<file path="src/rtl/axi_apb_pkg.sv">
// Shared definitions for the AXI4-Lite to multi-slave APB bridge.
//   - AXI response codes
//   - bridge FSM state type
//   - select vector driven when an address decodes to no slave
package axi_apb_pkg;

   localparam logic [1:0] RESP_OKAY   = 2'b00;
   localparam logic [1:0] RESP_SLVERR = 2'b10;
   localparam logic [1:0] RESP_DECERR = 2'b11;

   typedef enum logic [1:0] {
      StIdle,
      StSetup,
      StAccess,
      StResp
   } state_e;

   // Wide enough for the largest supported slave count (16); sliced by users.
   localparam logic [15:0] DEC_MISS_SEL = 16'h0000;

endpackage

</file>
<file path="src/rtl/apb_addr_decoder.sv">
// Combinational address decoder for the APB segment.
// Slave i hits when (addr & mask_i) == base_i; the lowest hitting index wins.
// Ports:
//   addr_i  address to decode
//   sel_o   one-hot slave select (all zero on a miss)
//   hit_o   at least one slave matched
module apb_addr_decoder
   import axi_apb_pkg::*;
#(
   parameter int unsigned ADDR_W     = 32,
   parameter int unsigned NUM_SLAVES = 4,
   parameter logic [NUM_SLAVES*ADDR_W-1:0] SLV_BASE = {NUM_SLAVES{32'h0}},
   parameter logic [NUM_SLAVES*ADDR_W-1:0] SLV_MASK = {NUM_SLAVES{32'hFFFF_F000}}
) (
   input  logic [ADDR_W-1:0]     addr_i,
   output logic [NUM_SLAVES-1:0] sel_o,
   output logic                  hit_o
);

   always_comb begin
      logic found;
      found = 1'b0;
      sel_o = DEC_MISS_SEL[NUM_SLAVES-1:0];
      for (int i = 0; i < NUM_SLAVES; i++) begin
         if (!found &&
             ((addr_i & SLV_MASK[i*ADDR_W +: ADDR_W]) == SLV_BASE[i*ADDR_W +: ADDR_W])) begin
            sel_o[i] = 1'b1;
            found    = 1'b1;
         end
      end
      hit_o = found;
   end

endmodule

</file>
<file path="src/rtl/axi4l_apb_bridge_mslv.sv">
// AXI4-Lite slave to multi-slave APB master bridge.
// AW and W are captured independently into one-deep holders; reads and writes are
// granted from IDLE with a toggling priority so neither starves. Addresses are decoded
// by base/mask across NUM_SLAVES APB targets; unmapped addresses answer DECERR without
// an APB cycle. All outputs are registered except awready/wready/arready.
// Optional feature macro: APB_TIMEOUT_EN -- aborts an ACCESS phase that lasts
// TIMEOUT_CYCLES cycles without pready and answers SLVERR.
// Ports:
//   s_axi_clk, s_axi_areset         clock, asynchronous active-high reset
//   s_axi_aw*, s_axi_w*, s_axi_b*   AXI4-Lite write address / data / response
//   s_axi_ar*, s_axi_r*             AXI4-Lite read address / data
//   m_apb_*                         APB master; psel one-hot, prdata flattened (slave 0 LSBs)
module axi4l_apb_bridge_mslv
   import axi_apb_pkg::*;
#(
   parameter int unsigned ADDR_W         = 32,
   parameter int unsigned DATA_W         = 32,
   parameter int unsigned NUM_SLAVES     = 4,
   parameter logic [NUM_SLAVES*ADDR_W-1:0] SLV_BASE = {NUM_SLAVES{32'h0}},
   parameter logic [NUM_SLAVES*ADDR_W-1:0] SLV_MASK = {NUM_SLAVES{32'hFFFF_F000}},
   parameter int unsigned TIMEOUT_CYCLES = 256
) (
   input  logic                         s_axi_clk,
   input  logic                         s_axi_areset,
   // write address
   input  logic [ADDR_W-1:0]            s_axi_awaddr,
   input  logic [2:0]                   s_axi_awprot,
   input  logic                         s_axi_awvalid,
   output logic                         s_axi_awready,
   // write data
   input  logic [DATA_W-1:0]            s_axi_wdata,
   input  logic [DATA_W/8-1:0]          s_axi_wstrb,
   input  logic                         s_axi_wvalid,
   output logic                         s_axi_wready,
   // write response
   output logic [1:0]                   s_axi_bresp,
   output logic                         s_axi_bvalid,
   input  logic                         s_axi_bready,
   // read address
   input  logic [ADDR_W-1:0]            s_axi_araddr,
   input  logic [2:0]                   s_axi_arprot,
   input  logic                         s_axi_arvalid,
   output logic                         s_axi_arready,
   // read data
   output logic [DATA_W-1:0]            s_axi_rdata,
   output logic [1:0]                   s_axi_rresp,
   output logic                         s_axi_rvalid,
   input  logic                         s_axi_rready,
   // APB master
   output logic [ADDR_W-1:0]            m_apb_paddr,
   output logic [2:0]                   m_apb_pprot,
   output logic [NUM_SLAVES-1:0]        m_apb_psel,
   output logic                         m_apb_penable,
   output logic                         m_apb_pwrite,
   output logic [DATA_W-1:0]            m_apb_pwdata,
   output logic [DATA_W/8-1:0]          m_apb_pstrb,
   input  logic [NUM_SLAVES-1:0]        m_apb_pready,
   input  logic [NUM_SLAVES*DATA_W-1:0] m_apb_prdata,
   input  logic [NUM_SLAVES-1:0]        m_apb_pslverr
);

   localparam int unsigned StrbW = DATA_W / 8;

   state_e                  state_q, state_d;

   // AW / W holders
   logic                    aw_full_q, aw_full_d;
   logic [ADDR_W-1:0]       aw_addr_q, aw_addr_d;
   logic [2:0]              aw_prot_q, aw_prot_d;
   logic                    w_full_q, w_full_d;
   logic [DATA_W-1:0]       w_data_q, w_data_d;
   logic [StrbW-1:0]        w_strb_q, w_strb_d;

   logic                    prio_read_q, prio_read_d;
   logic                    is_wr_q, is_wr_d;

   // Registered outputs
   logic [ADDR_W-1:0]       paddr_q, paddr_d;
   logic [2:0]              pprot_q, pprot_d;
   logic [NUM_SLAVES-1:0]   psel_q, psel_d;
   logic                    penable_q, penable_d;
   logic                    pwrite_q, pwrite_d;
   logic [DATA_W-1:0]       pwdata_q, pwdata_d;
   logic [StrbW-1:0]        pstrb_q, pstrb_d;
   logic                    bvalid_q, bvalid_d;
   logic [1:0]              bresp_q, bresp_d;
   logic                    rvalid_q, rvalid_d;
   logic [1:0]              rresp_q, rresp_d;
   logic [DATA_W-1:0]       rdata_q, rdata_d;

   logic                    aw_ready, w_ready, ar_ready;
   logic                    wr_rdy, is_idle, rd_grant, wr_grant;
   logic [ADDR_W-1:0]       dec_addr;
   logic [NUM_SLAVES-1:0]   dec_sel;
   logic                    dec_hit;
   logic                    sel_ready, sel_err;
   logic [DATA_W-1:0]       sel_rdata;

`ifdef APB_TIMEOUT_EN
   localparam int unsigned TmoRaw  = $clog2(TIMEOUT_CYCLES);
   localparam int unsigned TmoW    = (TmoRaw < 8) ? 8 : ((TmoRaw > 16) ? 16 : TmoRaw);
   localparam logic [TmoW-1:0] TmoLast = TmoW'(TIMEOUT_CYCLES - 1);
   logic [TmoW-1:0]         tmo_q, tmo_d;
`endif

   // Ready flags are held low while reset is asserted so every output reads 0 in reset.
   assign wr_rdy   = aw_full_q & w_full_q;
   assign is_idle  = (state_q == StIdle);
   assign aw_ready = ~s_axi_areset & ~aw_full_q;
   assign w_ready  = ~s_axi_areset & ~w_full_q;
   assign ar_ready = ~s_axi_areset & is_idle & (~wr_rdy | prio_read_q);
   assign rd_grant = s_axi_arvalid & ar_ready;
   assign wr_grant = ~s_axi_areset & is_idle & wr_rdy & (~s_axi_arvalid | ~prio_read_q);
   assign dec_addr = rd_grant ? s_axi_araddr : aw_addr_q;

   apb_addr_decoder #(
      .ADDR_W     (ADDR_W),
      .NUM_SLAVES (NUM_SLAVES),
      .SLV_BASE   (SLV_BASE),
      .SLV_MASK   (SLV_MASK)
   ) u_dec (
      .addr_i (dec_addr),
      .sel_o  (dec_sel),
      .hit_o  (dec_hit)
   );

   // Only the selected slave's ready/error/data are seen; psel_q is one-hot or zero.
   always_comb begin
      sel_ready = 1'b0;
      sel_err   = 1'b0;
      sel_rdata = '0;
      for (int i = 0; i < NUM_SLAVES; i++) begin
         if (psel_q[i]) begin
            sel_ready = sel_ready | m_apb_pready[i];
            sel_err   = sel_err | m_apb_pslverr[i];
            sel_rdata = sel_rdata | m_apb_prdata[i*DATA_W +: DATA_W];
         end
      end
   end

   always_comb begin
      state_d     = state_q;
      aw_full_d   = aw_full_q;
      aw_addr_d   = aw_addr_q;
      aw_prot_d   = aw_prot_q;
      w_full_d    = w_full_q;
      w_data_d    = w_data_q;
      w_strb_d    = w_strb_q;
      prio_read_d = prio_read_q;
      is_wr_d     = is_wr_q;
      paddr_d     = paddr_q;
      pprot_d     = pprot_q;
      psel_d      = psel_q;
      penable_d   = penable_q;
      pwrite_d    = pwrite_q;
      pwdata_d    = pwdata_q;
      pstrb_d     = pstrb_q;
      bvalid_d    = bvalid_q;
      bresp_d     = bresp_q;
      rvalid_d    = rvalid_q;
      rresp_d     = rresp_q;
      rdata_d     = rdata_q;
`ifdef APB_TIMEOUT_EN
      tmo_d       = tmo_q;
`endif

      // Holders capture in any state; a holder is never full and loading at once.
      if (aw_full_q) begin
         if (wr_grant) aw_full_d = 1'b0;
      end else if (s_axi_awvalid && aw_ready) begin
         aw_full_d = 1'b1;
         aw_addr_d = s_axi_awaddr;
         aw_prot_d = s_axi_awprot;
      end
      if (w_full_q) begin
         if (wr_grant) w_full_d = 1'b0;
      end else if (s_axi_wvalid && w_ready) begin
         w_full_d = 1'b1;
         w_data_d = s_axi_wdata;
         w_strb_d = s_axi_wstrb;
      end

      unique case (state_q)
         StIdle: begin
            if (rd_grant || wr_grant) begin
               prio_read_d = ~prio_read_q;
               is_wr_d     = wr_grant;
               if (dec_hit) begin
                  state_d   = StSetup;
                  psel_d    = dec_sel;
                  penable_d = 1'b0;
                  paddr_d   = dec_addr;
                  pprot_d   = wr_grant ? aw_prot_q : s_axi_arprot;
                  pwrite_d  = wr_grant;
                  pwdata_d  = wr_grant ? w_data_q : '0;
                  pstrb_d   = wr_grant ? w_strb_q : '0;
               end else begin
                  state_d = StResp;
                  if (wr_grant) begin
                     bvalid_d = 1'b1;
                     bresp_d  = RESP_DECERR;
                  end else begin
                     rvalid_d = 1'b1;
                     rresp_d  = RESP_DECERR;
                     rdata_d  = '0;
                  end
               end
            end
         end
         StSetup: begin
            penable_d = 1'b1;
            state_d   = StAccess;
`ifdef APB_TIMEOUT_EN
            tmo_d     = '0;
`endif
         end
         StAccess: begin
            if (sel_ready) begin
               psel_d    = '0;
               penable_d = 1'b0;
               state_d   = StResp;
               if (is_wr_q) begin
                  bvalid_d = 1'b1;
                  bresp_d  = sel_err ? RESP_SLVERR : RESP_OKAY;
               end else begin
                  rvalid_d = 1'b1;
                  rresp_d  = sel_err ? RESP_SLVERR : RESP_OKAY;
                  rdata_d  = sel_rdata;
               end
            end
`ifdef APB_TIMEOUT_EN
            else if (tmo_q == TmoLast) begin
               psel_d    = '0;
               penable_d = 1'b0;
               state_d   = StResp;
               if (is_wr_q) begin
                  bvalid_d = 1'b1;
                  bresp_d  = RESP_SLVERR;
               end else begin
                  rvalid_d = 1'b1;
                  rresp_d  = RESP_SLVERR;
                  rdata_d  = '0;
               end
            end else begin
               tmo_d = tmo_q + 1'b1;
            end
`endif
         end
         StResp: begin
            if ((bvalid_q && s_axi_bready) || (rvalid_q && s_axi_rready)) begin
               bvalid_d = 1'b0;
               rvalid_d = 1'b0;
               state_d  = StIdle;
            end
         end
         default: state_d = StIdle;
      endcase
   end

   always_ff @(posedge s_axi_clk or posedge s_axi_areset) begin
      if (s_axi_areset) begin
         state_q     <= StIdle;
         aw_full_q   <= 1'b0;
         aw_addr_q   <= '0;
         aw_prot_q   <= '0;
         w_full_q    <= 1'b0;
         w_data_q    <= '0;
         w_strb_q    <= '0;
         prio_read_q <= 1'b1;
         is_wr_q     <= 1'b0;
         paddr_q     <= '0;
         pprot_q     <= '0;
         psel_q      <= '0;
         penable_q   <= 1'b0;
         pwrite_q    <= 1'b0;
         pwdata_q    <= '0;
         pstrb_q     <= '0;
         bvalid_q    <= 1'b0;
         bresp_q     <= '0;
         rvalid_q    <= 1'b0;
         rresp_q     <= '0;
         rdata_q     <= '0;
      end else begin
         state_q     <= state_d;
         aw_full_q   <= aw_full_d;
         aw_addr_q   <= aw_addr_d;
         aw_prot_q   <= aw_prot_d;
         w_full_q    <= w_full_d;
         w_data_q    <= w_data_d;
         w_strb_q    <= w_strb_d;
         prio_read_q <= prio_read_d;
         is_wr_q     <= is_wr_d;
         paddr_q     <= paddr_d;
         pprot_q     <= pprot_d;
         psel_q      <= psel_d;
         penable_q   <= penable_d;
         pwrite_q    <= pwrite_d;
         pwdata_q    <= pwdata_d;
         pstrb_q     <= pstrb_d;
         bvalid_q    <= bvalid_d;
         bresp_q     <= bresp_d;
         rvalid_q    <= rvalid_d;
         rresp_q     <= rresp_d;
         rdata_q     <= rdata_d;
      end
   end

`ifdef APB_TIMEOUT_EN
   always_ff @(posedge s_axi_clk or posedge s_axi_areset) begin
      if (s_axi_areset) begin
         tmo_q <= '0;
      end else begin
         tmo_q <= tmo_d;
      end
   end
`endif

   assign s_axi_awready = aw_ready;
   assign s_axi_wready  = w_ready;
   assign s_axi_arready = ar_ready;
   assign s_axi_bresp   = bresp_q;
   assign s_axi_bvalid  = bvalid_q;
   assign s_axi_rdata   = rdata_q;
   assign s_axi_rresp   = rresp_q;
   assign s_axi_rvalid  = rvalid_q;
   assign m_apb_paddr   = paddr_q;
   assign m_apb_pprot   = pprot_q;
   assign m_apb_psel    = psel_q;
   assign m_apb_penable = penable_q;
   assign m_apb_pwrite  = pwrite_q;
   assign m_apb_pwdata  = pwdata_q;
   assign m_apb_pstrb   = pstrb_q;

endmodule

</file>
<file path="config.mk">
export PLATFORM = sky130hd
export DESIGN_NAME = axi4l_apb_bridge_mslv
export DESIGN_NICKNAME = d
export VERILOG_FILES = /design/src/rtl/axi_apb_pkg.sv /design/src/rtl/apb_addr_decoder.sv /design/src/rtl/axi4l_apb_bridge_mslv.sv
export SDC_FILE = /design/constraint.sdc
export NUM_CORES = 1
export LEC_CHECK = 0
export BUFFER_PORTS_ARGS = -buffer_cell sky130_fd_sc_hd__clkbuf_2
export CORE_UTILIZATION = 30
export DETAILED_ROUTE_END_ITERATION = 10
export REMOVE_ABC_BUFFERS = 1
export SLEW_MARGIN = 20
export SYNTH_ARGS = -nofsm -noshare
export SYNTH_HDL_FRONTEND = slang
export SYNTH_HIERARCHICAL = 1
export SYNTH_SLANG_ARGS = --single-unit
export TNS_END_PERCENT = 1
</file>
<file path="constraint.sdc">
create_clock -name s_axi_clk -period 7.6 [get_ports s_axi_clk]
set_input_delay 0.38 -clock s_axi_clk [delete_from_list [all_inputs] [get_ports s_axi_clk]]
set_output_delay 0.38 -clock s_axi_clk [all_outputs]
set_load 0.005 [all_outputs]
</file>
==> impl_metrics.env <==
export IMPL_cts_root_buf="clkbuf_16"
export IMPL_p_sw_mw=0.6422
export IMPL_grt_pass1_vias=6861
export IMPL_grt_max_degree=115
export IMPL_synth_top_cell_by_area="dfrtp_1"
export IMPL_fillers=2843
export IMPL_crit_reg2reg_launch="state_q[0]"
export IMPL_worstMarginPinSlew_ps=982.7
export IMPL_cts_resized=0
export IMPL_p_per_area_mw_per_mm2=225.2
export IMPL_grt_usage_pct=16.54
export IMPL_power_frac_clock_pct=33.7
export IMPL_yosysWarnings=6
export IMPL_synth_xor_area_share_pct=0.09805
export IMPL_critPathMaxFanout=34
export IMPL_final_nets=1242
export IMPL_cp_startpoint="state_q[0]"
export IMPL_num_vias=6613
export IMPL_io_buffers=366
export IMPL_holdWs_ps=177.7
export IMPL_setup_violations=0
export IMPL_row_count=62
export IMPL_drt_pass1_iter_count=4
export IMPL_crit_required_ps=7900
export IMPL_postCtsSetupBuffers=0
export IMPL_synth_top_area_share_pct=53.51
export IMPL_p_total_mw=2.612
export IMPL_slew_headroom_pct=34.33
export IMPL_cts_made_buffers=17
export IMPL_synth_area_mm2=0.008932
export IMPL_layout_drive_gt1_share_pct=58.60
export IMPL_synth_edff_count=0
export IMPL_start_util_pct=30.79
export IMPL_clkSinkCount=192
export IMPL_antenna_found_initial=2
export IMPL_rsz0062_at_grt="false"
export IMPL_cts_hold_buffers=0
export IMPL_p_leak_nw=5.951
export IMPL_synthAdderAreaFrac_pct=0.8405
export IMPL_drtAntennaViolNets=0
export IMPL_vias_per_cell=4.771
export IMPL_drv_cap=0
export IMPL_htree_levels=4
export IMPL_avgRoutedWirePerCell_um=18.15
export IMPL_skew_ps=16.38
export IMPL_synthTopCellsByArea="dfrtp_1 (54%), mux2_2 (16%), mux2_4 (7.6%)"
export IMPL_io_pins=367
export IMPL_clk_pin_slew_worst_paths_ps=70
export IMPL_sequentialPowerShare_pct=50.3
export IMPL_cts_tree="done"
export IMPL_hp_start="s_axi_wdata[14]"
export IMPL_slew_viol_final=0
export IMPL_synth_distinct_cells=49
export IMPL_hold_viol_final=0
export IMPL_clk_path_buf_depth=2
export IMPL_hpwl_um=18150
export IMPL_die_h_um=174.6
export IMPL_wl_um=25160
export IMPL_crit_path_start_kind="flip-flop"
export IMPL_peakVddDrop_mv=0.1353
export IMPL_synth_compound_area_share_pct=14.53
export IMPL_period_share_pct=58.94
export IMPL_crit_type="flip-flop to flip-flop"
export IMPL_post_place_ws_ps=3166
export IMPL_drtIter0Drc=314
export IMPL_synth_seq_cells=192
export IMPL_yosys_area_share_simple_pct=2.816
export IMPL_cp_end_kind="flip-flop"
export IMPL_p_int_mw=1.970
export IMPL_ys_flop_type="dfrtp_1"
export IMPL_synth_top_family_by_area="multiplexers"
export IMPL_avgSynthCellArea_um2=13.85
export IMPL_routabilityCongestion=0.7823
export IMPL_switching_share_pct=24.58
export IMPL_grt_pass1_wl_um=38580
export IMPL_clk_latency_ps=430
export IMPL_finalCriticalPeriod_ps=4479
export IMPL_setup_tns_final_ps=0
export IMPL_async_flop_share_pct=100.0
export IMPL_worst_slack_ps=3121
export IMPL_dieArea_mm2=0.03047
export IMPL_fmax_mhz=223.3
export IMPL_area_growth_syn_to_layout_pct=29.89
export IMPL_grt_ovfl_total=0
export IMPL_status="finished clean"
export IMPL_share_comb_of_total_power_pct=16.0
export IMPL_route_detailed_drc=0
export IMPL_arrival_ps=4780
export IMPL_syn_inst=645
export IMPL_ys_seq_area_share_pct=53.80
export IMPL_hold_class="input pin to flip-flop"
export IMPL_synthMuxAreaShare_pct=24.22
export IMPL_die_x_um=174.6
export IMPL_fp_coreArea_mm2=0.02901
[flip-flops by register name, summed over array words and instances, names as in the netlist, 2 cells and up]
name	cells
aw_addr_q	32
m_apb_paddr	32
m_apb_pwdata	32
s_axi_rdata	32
w_data_q	32
m_apb_psel	4
m_apb_pstrb	4
w_strb_q	4
aw_prot_q	3
m_apb_pprot	3
s_axi_bresp	2
s_axi_rresp	2
state_q	2
[final timing paths]
path                               endpoint  slack [ps]  cells past startpoint
min reg2reg                m_apb_pwdata[22]         480                      1
max in group asynchronous     aw_addr_q[18]        6060                      3
max reg2reg                 s_axi_rdata[30]        3120                     14
max                         s_axi_rdata[30]        3120                     14
min                            w_data_q[14]         180                      2
min in group asynchronous     aw_addr_q[20]         240                      2
[cell usage after synthesis, types with 2 or more instances]
cell      instances
a22o_1           40
o21ai_0           4
mux2i_1           8
ha_1              6
nor4_1            5
nor2b_1           2
nand2_1          13
nand3_1           5
a21boi_0         32
o31ai_1           2
buf_2            23
nand3b_1          2
mux2_4           45
inv_1             7
nand4_1           2
buf_4             6
a22oi_1          65
and3_1            2
and2_1            2
nor2_1            5
dfrtp_1         191
clkbuf_1         18
nor3_1            2
a21o_1            3
mux2_2          125
buf_6             6
a21oi_1           2
[cells by family (layout without fill, tap and decap cells)]
kind of cell / Yosys count / after routing
fa+ha+maj: 6 / 6
buf+inv: 61 / 414
other cells: 1 / 5
mux: 178 / 178
compound gates: 161 / 161
flops: 192 / 192
simple gates: 45 / 45
xor+xnor: 1 / 1
[metrics by stage]
stage | util, % | instances | area (um^2)
after floorplan | - | 593 | 8640
after global placement | 38.02 | 1352 | 11030
after detailed placement | 38.02 | 1352 | 11030
after CTS | 39.96 | 1384 | 11590
after global routing | 39.98 | 1385 | 11600
final | 39.99 | 1386 | 11600
[final cells by class]
type / count / area [um^2] / area share, %
Antenna cell: 2 / 5.005 / 0.04314
Clock buffer: 22 / 464.2 / 4.001
Clock inverter: 10 / 100.1 / 0.8627
Inverter: 7 / 33.78 / 0.2912
Multi-Input combinational cell: 394 / 3810 / 32.84
Sequential cell: 192 / 4806 / 41.42
Tap cell: 384 / 480.5 / 4.141
Timing Repair Buffer: 375 / 1903 / 16.40
[critical path, cell delays in order, from the launching register on]
cell and delay [ps]:
dfrtp_1 400, inv_1 110, ha_1 320, nor2b_4 200, o211ai_4 90, buf_4 480, mux2_2 410, nor4_1 340
nand2_1 130, nor2_1 410, a22o_1 260, a41oi_2 70, o2111ai_4 110, buf_4 550, mux2_2 400
[power by group through the flow]
stage	registers [mW]	logic (mW)	clock network, mW
2_1_floorplan	1.30	0.314	0
3_3_place_gp	1.33	0.409	0
3_5_place_dp	1.34	0.425	0
4_1_cts	1.32	0.427	0.907
5_1_grt	1.34	0.462	0.944
6_report	1.31	0.419	0.880
[routing by layer]
| metal | part of all wire (%) | vias up | track usage (%) |
|---|---|---|---|
| met5 | 0 | - | 0 |
| met4 | 2.9 | 0 | 7.029 |
| met3 | 7.9 | 27 | 5.512 |
| met2 | 49 | 265 | 27.84 |
| met1 | 40 | 3232 | 19.18 |
| li1 | - | 3089 | - |
[placed cells by master, fill, tap and decap left out, drive strengths merged, types with 2 or more instances in the layout]
master / count
a41oi: 2
diode: 2
nand2: 13
ha: 6
o31ai: 2
nor2b: 3
clkinvlp: 4
a21boi: 32
a21oi: 2
a21o: 3
nand3: 5
o21ai: 5
nor4: 5
inv: 10
conb: 3
mux2: 170
clkbuf: 388
nand3b: 2
and2: 2
dfrtp: 191
and3: 2
a22oi: 65
nor2: 6
o211ai: 2
clkinv: 2
buf: 9
nand4: 3
mux2i: 8
a22o: 40
nor3: 2
(Power assumes the default switching activity.)
